[config.mk]
export PLATFORM = sky130hd
export DESIGN_NAME = requant_int32_uint8
export DESIGN_NICKNAME = d
export VERILOG_FILES = /design/src/rtl/requant_pkg.sv /design/src/rtl/round_shift_clamp_u8.sv /design/src/rtl/requant_int32_uint8.sv
export SDC_FILE = /design/constraint.sdc
export NUM_CORES = 2
export LEC_CHECK = 0
export ABC_CLOCK_PERIOD_IN_PS = 7610
export BUFFER_PORTS_ARGS = -buffer_cell sky130_fd_sc_hd__buf_2
export CORE_AREA = 3 3 303 305
export DETAILED_ROUTE_END_ITERATION = 6
export DIE_AREA = 0 0 306 308
export PLACE_DENSITY_LB_ADDON = 0.08
export SYNTH_ARGS = -nofsm -noshare
export SYNTH_HDL_FRONTEND = slang
export SYNTH_HIERARCHICAL = 1
export SYNTH_SLANG_ARGS = --single-unit
[constraint.sdc]
create_clock -name clock -period 7.61 [get_ports clock]
set_input_delay 0.761 -clock clock [delete_from_list [all_inputs] [get_ports clock]]
set_output_delay 0.761 -clock clock [all_outputs]
set_load 0.05 [all_outputs]
[src/rtl/requant_pkg.sv]
// requant_pkg: shared widths, types and helpers for the int32 -> uint8
// requantization pipeline.
//   ACC_W   : accumulator / bias width (signed)
//   MULT_W  : unsigned requant multiplier width
//   SHIFT_W : right-shift amount width (0..31)
//   PROD_W  : signed product width, wide enough for acc * zero-extended mult
package requant_pkg;

  localparam int ACC_W   = 32;
  localparam int MULT_W  = 16;
  localparam int SHIFT_W = 5;
  localparam int PROD_W  = ACC_W + MULT_W + 1;

  typedef logic signed [ACC_W-1:0]  acc_t;
  typedef logic signed [PROD_W-1:0] prod_t;

  typedef struct packed {
    acc_t               bias;
    logic [MULT_W-1:0]  mult;
    logic [SHIFT_W-1:0] shift;
    logic [7:0]         zp;
  } requant_cfg_t;

  typedef struct packed {
    acc_t sum;
    logic sat;
  } sat_sum_t;

  // Identity configuration: bias 0, mult 1, shift 0, zero point 0.
  localparam requant_cfg_t CFG_IDENTITY = '{
    bias:  '0,
    mult:  MULT_W'(1),
    shift: '0,
    zp:    '0
  };

  // Signed add with one guard bit; on overflow the result pins to the
  // signed extreme in the direction of the true sum.
  function automatic sat_sum_t sat_add32(input acc_t a, input acc_t b);
    logic [ACC_W:0] wide;
    sat_sum_t       res;
    wide    = {a[ACC_W-1], a} + {b[ACC_W-1], b};
    res.sat = wide[ACC_W] ^ wide[ACC_W-1];
    if (res.sat) begin
      res.sum = wide[ACC_W] ? {1'b1, {(ACC_W-1){1'b0}}} : {1'b0, {(ACC_W-1){1'b1}}};
    end else begin
      res.sum = wide[ACC_W-1:0];
    end
    return res;
  endfunction

endpackage

[src/rtl/round_shift_clamp_u8.sv]
// round_shift_clamp_u8: final requant stage, purely combinational.
//   prod   : signed scaled product
//   shift  : arithmetic right-shift amount
//   zp     : output zero point added after the shift
//   sat_in : saturation already flagged upstream for this item
//   data   : result clamped to [0,255]
//   sat    : clamp occurred or sat_in
// Build option REQUANT_ROUND_EN: when defined, round half up by adding
// 1 << (shift-1) before shifting (nothing added for shift 0); otherwise the
// shift truncates toward minus infinity and no rounding adder exists.
module round_shift_clamp_u8
  import requant_pkg::*;
(
  input  logic signed [PROD_W-1:0]  prod,
  input  logic        [SHIFT_W-1:0] shift,
  input  logic        [7:0]         zp,
  input  logic                      sat_in,
  output logic        [7:0]         data,
  output logic                      sat
);

  prod_t rounded;
  prod_t shifted;
  prod_t r;
  logic  clamp;

  always_comb begin
    rounded = prod;
`ifdef REQUANT_ROUND_EN
    if (shift != '0) begin
      rounded = prod + (prod_t'(1) <<< (shift - SHIFT_W'(1)));
    end
`endif
    shifted = rounded >>> shift;
    r       = shifted + $signed({{(PROD_W-8){1'b0}}, zp});
    clamp   = 1'b0;
    data    = r[7:0];
    if (r[PROD_W-1]) begin
      data  = 8'd0;
      clamp = 1'b1;
    end else if (|r[PROD_W-2:8]) begin
      data  = 8'd255;
      clamp = 1'b1;
    end
    sat = sat_in | clamp;
  end

endmodule

[src/rtl/requant_int32_uint8.sv]
// requant_int32_uint8: converts signed int32 accumulators to uint8
// activations through a three-stage pipeline:
//   S1 bias add (saturating) -> S2 scale multiply -> S3 shift/zp/clamp.
// Ports:
//   clock, reset          : clock, asynchronous active-high reset
//   acc_in/in_valid/in_ready        : accumulator input handshake
//   out_data/out_sat/out_valid/out_ready : uint8 result handshake
//   cfg_we + cfg_bias/mult/shift/zp : configuration load, only taken when
//                                     the pipeline is empty and no input
//                                     is offered
//   cfg_err               : one-cycle pulse when a cfg_we was rejected
// Build option REQUANT_ROUND_EN selects round-half-up in S3 (see
// round_shift_clamp_u8); handshake and latency are the same either way.
module requant_int32_uint8
  import requant_pkg::*;
(
  input  logic                      clock,
  input  logic                      reset,
  input  logic signed [ACC_W-1:0]   acc_in,
  input  logic                      in_valid,
  output logic                      in_ready,
  output logic        [7:0]         out_data,
  output logic                      out_sat,
  output logic                      out_valid,
  input  logic                      out_ready,
  input  logic                      cfg_we,
  input  logic signed [ACC_W-1:0]   cfg_bias,
  input  logic        [MULT_W-1:0]  cfg_mult,
  input  logic        [SHIFT_W-1:0] cfg_shift,
  input  logic        [7:0]         cfg_zp,
  output logic                      cfg_err
);

  requant_cfg_t cfg_q, cfg_d;
  logic         cfg_err_q, cfg_err_d;

  logic         v1_q, v1_d, v2_q, v2_d, v3_q, v3_d;
  acc_t         s1_q, s1_d;
  logic         sat1_q, sat1_d;
  prod_t        p2_q, p2_d;
  logic         sat2_q, sat2_d;
  logic [7:0]   data3_q, data3_d;
  logic         sat3_q, sat3_d;

  logic         en1, en2, en3;
  logic         idle;
  sat_sum_t     s1_sum;
  logic [7:0]   rsc_data;
  logic         rsc_sat;

  // A stage loads when it is empty or its contents move on this cycle;
  // chained combinationally so a full pipe streams without bubbles.
  assign en3      = !v3_q || out_ready;
  assign en2      = !v2_q || en3;
  assign en1      = !v1_q || en2;
  assign in_ready = en1;
  assign idle     = !v1_q && !v2_q && !v3_q && !in_valid;

  round_shift_clamp_u8 u_rsc (
    .prod   (p2_q),
    .shift  (cfg_q.shift),
    .zp     (cfg_q.zp),
    .sat_in (sat2_q),
    .data   (rsc_data),
    .sat    (rsc_sat)
  );

  always_comb begin
    s1_sum  = sat_add32(acc_in, cfg_q.bias);

    v1_d    = en1 ? in_valid : v1_q;
    s1_d    = s1_q;
    sat1_d  = sat1_q;
    if (en1 && in_valid) begin
      s1_d   = s1_sum.sum;
      sat1_d = s1_sum.sat;
    end

    v2_d    = en2 ? v1_q : v2_q;
    p2_d    = p2_q;
    sat2_d  = sat2_q;
    if (en2 && v1_q) begin
      p2_d   = prod_t'(s1_q) * prod_t'($signed({1'b0, cfg_q.mult}));
      sat2_d = sat1_q;
    end

    v3_d    = en3 ? v2_q : v3_q;
    data3_d = data3_q;
    sat3_d  = sat3_q;
    if (en3 && v2_q) begin
      data3_d = rsc_data;
      sat3_d  = rsc_sat;
    end

    // Config only changes with nothing in flight, so every item sees one
    // consistent configuration across all three stages.
    cfg_d     = cfg_q;
    cfg_err_d = 1'b0;
    if (cfg_we) begin
      if (idle) begin
        cfg_d.bias  = cfg_bias;
        cfg_d.mult  = cfg_mult;
        cfg_d.shift = cfg_shift;
        cfg_d.zp    = cfg_zp;
      end else begin
        cfg_err_d = 1'b1;
      end
    end
  end

  always_ff @(posedge clock or posedge reset) begin
    if (reset) begin
      cfg_q     <= CFG_IDENTITY;
      cfg_err_q <= 1'b0;
      v1_q      <= 1'b0;
      v2_q      <= 1'b0;
      v3_q      <= 1'b0;
      s1_q      <= '0;
      sat1_q    <= 1'b0;
      p2_q      <= '0;
      sat2_q    <= 1'b0;
      data3_q   <= '0;
      sat3_q    <= 1'b0;
    end else begin
      cfg_q     <= cfg_d;
      cfg_err_q <= cfg_err_d;
      v1_q      <= v1_d;
      v2_q      <= v2_d;
      v3_q      <= v3_d;
      s1_q      <= s1_d;
      sat1_q    <= sat1_d;
      p2_q      <= p2_d;
      sat2_q    <= sat2_d;
      data3_q   <= data3_d;
      sat3_q    <= sat3_d;
    end
  end

  assign out_valid = v3_q;
  assign out_data  = data3_q;
  assign out_sat   = sat3_q;
  assign cfg_err   = cfg_err_q;

endmodule

==> flow_summary.rst <==
.. list-table::
   :header-rows: 1

   * - Metric
     - Value
   * - Clock transition at the registers of the reported paths
     - approximately 70 ps
   * - Number of antenna cells inserted
     - 0
   * - First element of the critical path
     - cfg_q[23]
   * - Number of enable flip-flop cells after synthesis
     - 0
   * - Actual transition at the worst max-transition pin
     - around 1100 ps
   * - Share of the synthesized area in the top cell type
     - 0.315
   * - Achievable clock frequency
     - 140 MHz
   * - Initial standard-cell utilization of the core
     - 0.349
   * - Setup slack of the worst register-to-register path
     - 440 ps
   * - Final Net Count
     - 4223
   * - Number of resized instances in the post-cts repair step
     - 0
   * - Unrepaired setup endpoints after global routing
     - false
   * - Std-Cell Rows
     - 110
   * - Die outline area
     - 0.0942 mm^2
   * - WL per Instance
     - 20.3 um
   * - Clk_skew
     - 10.6 ps
   * - Cell taking the most area after synthesis
     - sky130_fd_sc_hd__fa_1
   * - Synthesis-to-finish area growth
     - 7.39%
   * - CP max FO
     - 20
   * - Number of DRC markers after the initial detailed-route iteration
     - 1410
   * - Sequential element share of the synthesized area
     - 0.126
   * - Remaining global-route overflow
     - 0
   * - Category of the worst setup path launch point
     - flop
   * - Commonest register cell after synthesis
     - sky130_fd_sc_hd__dfrtp_1
   * - DRC viols
     - 0
   * - Ys Warns
     - 6
   * - CTS Root Cell
     - sky130_fd_sc_hd__clkbuf_16
   * - Final routed wirelength across all metal layers
     - between 90000 and 100000 um
   * - Number of global-route vias before repair
     - 26800
   * - Worst slew margin
     - 0.258
   * - Layout filler cell count
     - 9202
   * - Estimated wirelength of the detail-placed design
     - 79400 um
   * - Antenna violations before repair
     - 2
   * - Worst-skew pair later-pin latency
     - 500 ps
   * - Post-synthesis instance area
     - 0.0313 mm^2
   * - Top-Level Pins
     - 110
   * - Worst-path cell with the longest stage delay
     - sky130_fd_sc_hd__dfrtp_1
   * - Most used standard cell by instance count after synthesis
     - sky130_fd_sc_hd__inv_1
   * - Fraction of layout cells with a size suffix above 1
     - 0.126
   * - R2r endpoint
     - p2_q[47]
   * - CTS H-tree lvls
     - 4
   * - Cts-stage hold buffer count
     - 0
   * - Worst min-delay path class
     - input port to asynchronous set/reset pin
   * - Asr flop ratio synth
     - 1.00
   * - Number of slew-limit violations in the final report
     - 0
   * - Share of the clock period used by the worst path after layout
     - 0.942
   * - Most frequent cell on the critical path
     - sky130_fd_sc_hd__fa_1
   * - Via count of the routed design
     - 24600
   * - Max incr delay on CP
     - 950 ps
   * - First-pass DRT Iterations
     - 5
   * - Post-Syn Nets
     - 4210
   * - TritonCTS Sinks
     - 157
   * - Die H
     - 308 um
   * - Number of nets with antenna violations after detailed routing
     - 0
   * - Leading post-synthesis cells by cell area
     - sky130_fd_sc_hd__fa_1 31%, sky130_fd_sc_hd__dfrtp_1 12%, sky130_fd_sc_hd__inv_1 6.8%, sky130_fd_sc_hd__ha_1 6.3%, sky130_fd_sc_hd__nand2_1 5.5%
   * - Routed via count divided by cell count
     - 5.27
   * - Final setup fails
     - 0
   * - Largest net degree at the start of global routing
     - 101
   * - FF+latch count, synth
     - around 160
   * - Launch instance of the worst register-to-register path
     - cfg_q[23]
   * - Final critical path time including I/O delays and setup
     - 7170 ps
   * - Number of failing hold endpoints at the final stage
     - 0
   * - Clock tree from TritonCTS
     - done
   * - Ranking of synthesized cells by instance count
     - 567 x sky130_fd_sc_hd__inv_1, 491 x sky130_fd_sc_hd__fa_1, 456 x sky130_fd_sc_hd__nand2_1
   * - Register-to-Register Path Depth
     - 23
   * - Core Area
     - between 0.08 and 0.09 mm^2
   * - Number of violations of the max-capacitance limit
     - 0
   * - Wire length of the first global-routing pass
     - 154000 um
   * - Sequential cell area
     - 0.00394 mm^2
   * - Post CTS Setup Buffer Count
     - 0
   * - Total routing resource utilization after global routing
     - 0.208
   * - Worst slack on hold paths
     - 376 ps
   * - Worst-case clock buffer depth
     - 2
   * - Cell-by-cell listing of the critical path
     - nand2_1 -> fa_1 -> inv_1 -> fa_1 -> inv_1 -> fa_1 -> inv_1 -> fa_1 -> fa_1 -> inv_1 -> fa_1 -> inv_1 -> ha_1 -> a21oi_1 -> nand2_1 -> a2111o_1 -> a21oi_1 -> a211oi_1 -> buf_4 -> o2111ai_1 -> a21oi_1 -> or2_2 -> a221o_1
   * - Area of the multi-input gates
     - roughly 0.024 mm^2
   * - Data arrival time at the worst-slack endpoint
     - 7540 ps
   * - Critical path class
     - flop to flop
   * - Result of the run
     - completed
   * - Kind of end point of the critical path
     - flop
   * - TritonCTS buffer count
     - 17
   * - Die outline width
     - 306 um
   * - Crit path to
     - p2_q[47]
   * - Gate count after technology mapping
     - 3464
   * - Gp weighted congestion
     - 0.909
   * - Per-instance average area after synthesis
     - 9.02 um^2
   * - Sum Neg Setup Slack
     - 0 ps
   * - Unique cell type count in the Yosys netlist
     - about 110
   * - Data required time of the critical path
     - roughly 8000 ps
   * - Port bufs
     - roughly 110
registers in the layout (all words and copies together) (netlist names):
name / count
p2_q: 49
s1_q: 32
v1_q: 1
v2_q: 1
out_data: 8
out_valid: 1
out_sat: 1
cfg_q: 61
sat1_q: 1
sat2_q: 1
cfg_err: 1
worst max-delay path, delay by kind of cell (launching register included):
family,cells,cell delay [ps]
and+or+nand+nor,3,620
adders and majority gates,7,3310
buffers and inverters,6,430
DFF,1,950
AOI/OAI and AO/OA,7,1710
layout make-up:
type | count | share of cell area
clock buffers | 18 | 0.0131
repair buffers | 166 | 0.0298
inverters | 568 | 0.0637
well taps | 1176 | 0.0438
clock inverters | 14 | 0.00544
flip-flops and latches | 157 | 0.117
multi-input cells | 2567 | 0.727
layout by cell type, fill, tap and decap left out, drive strengths merged, types with 8 or more instances in the layout:
| cell | netlist | routed |
|---|---|---|
| inv | 568 | 571 |
| fa | 491 | 491 |
| nand2 | 457 | 457 |
| and2 | 250 | 250 |
| buf | 43 | 166 |
| ha | 157 | 157 |
| dfrtp | 156 | 156 |
| a21oi | 142 | 142 |
| nor2 | 130 | 130 |
| mux2 | 122 | 122 |
| o21ai | 107 | 107 |
| nand3 | 55 | 55 |
| mux2i | 47 | 47 |
| xnor2 | 42 | 42 |
| a21o | 40 | 40 |
| mux4 | 40 | 40 |
| nor3 | 38 | 38 |
| nand2b | 30 | 30 |
| and3 | 28 | 28 |
| a31oi | 27 | 27 |
| xor2 | 26 | 26 |
| a211oi | 25 | 25 |
| nand4 | 24 | 24 |
| o22ai | 22 | 22 |
| nor4 | 20 | 20 |
| clkbuf | 129 | 18 |
| nor2b | 16 | 16 |
| o31ai | 16 | 16 |
| o211ai | 16 | 16 |
| o21bai | 14 | 14 |
| or2 | 14 | 14 |
| a211o | 11 | 11 |
| o21a | 10 | 10 |
| or3 | 10 | 10 |
| o2111ai | 8 | 8 |
cells by family after synthesis:
logic type,Yosys count,synth area share
adders and majority gates,648,0.377
AOI/OAI and AO/OA,534,0.118
xor gates and xnor gates,68,0.0191
buffers and inverters,740,0.0940
muxes,209,0.0892
DFF,157,0.126
and+or+nand+nor,1108,0.177
how the worst min path moves through the flow:
| stage | from | end | slack, ps | cells after the start |
|---|---|---|---|---|
| after global routing | reset | cfg_q[28] | 430 | 2 |
| after detailed placement | out_data[3] | out_data[3] | 490 | 1 |
| final | reset | cfg_q[28] | 380 | 2 |
| after global placement | cfg_q[28] | cfg_q[28] | 490 | 1 |
| after CTS | reset | cfg_q[28] | 400 | 2 |
| after floorplan | p2_q[0] | p2_q[0] | 430 | 2 |
per-stage QoR:
stage | utilization | setup slack [ps] | area (um^2) | std cells
final | 0.375 | 442 | 33600 | 4666
after global routing | 0.375 | 68.8 | 33600 | 4666
after CTS | 0.375 | 408 | 33600 | 4666
after detailed placement | 0.368 | 428 | 32900 | 4634
after global placement | 0.368 | 492 | 32900 | 4634
after floorplan | - | 1440 | 31300 | 3464
per-layer routing:
layer	part of all wire	GRT usage	vias up
li1	-	-	11400
met1	0.45	0.274	12500
met2	0.49	0.361	569
met3	0.035	0.0229	102
met4	0.027	0.0655	0
met5	0	0	-
Power is not shown: default switching activity piles up to over one toggle a cycle in this logic, so the estimate is an artifact.
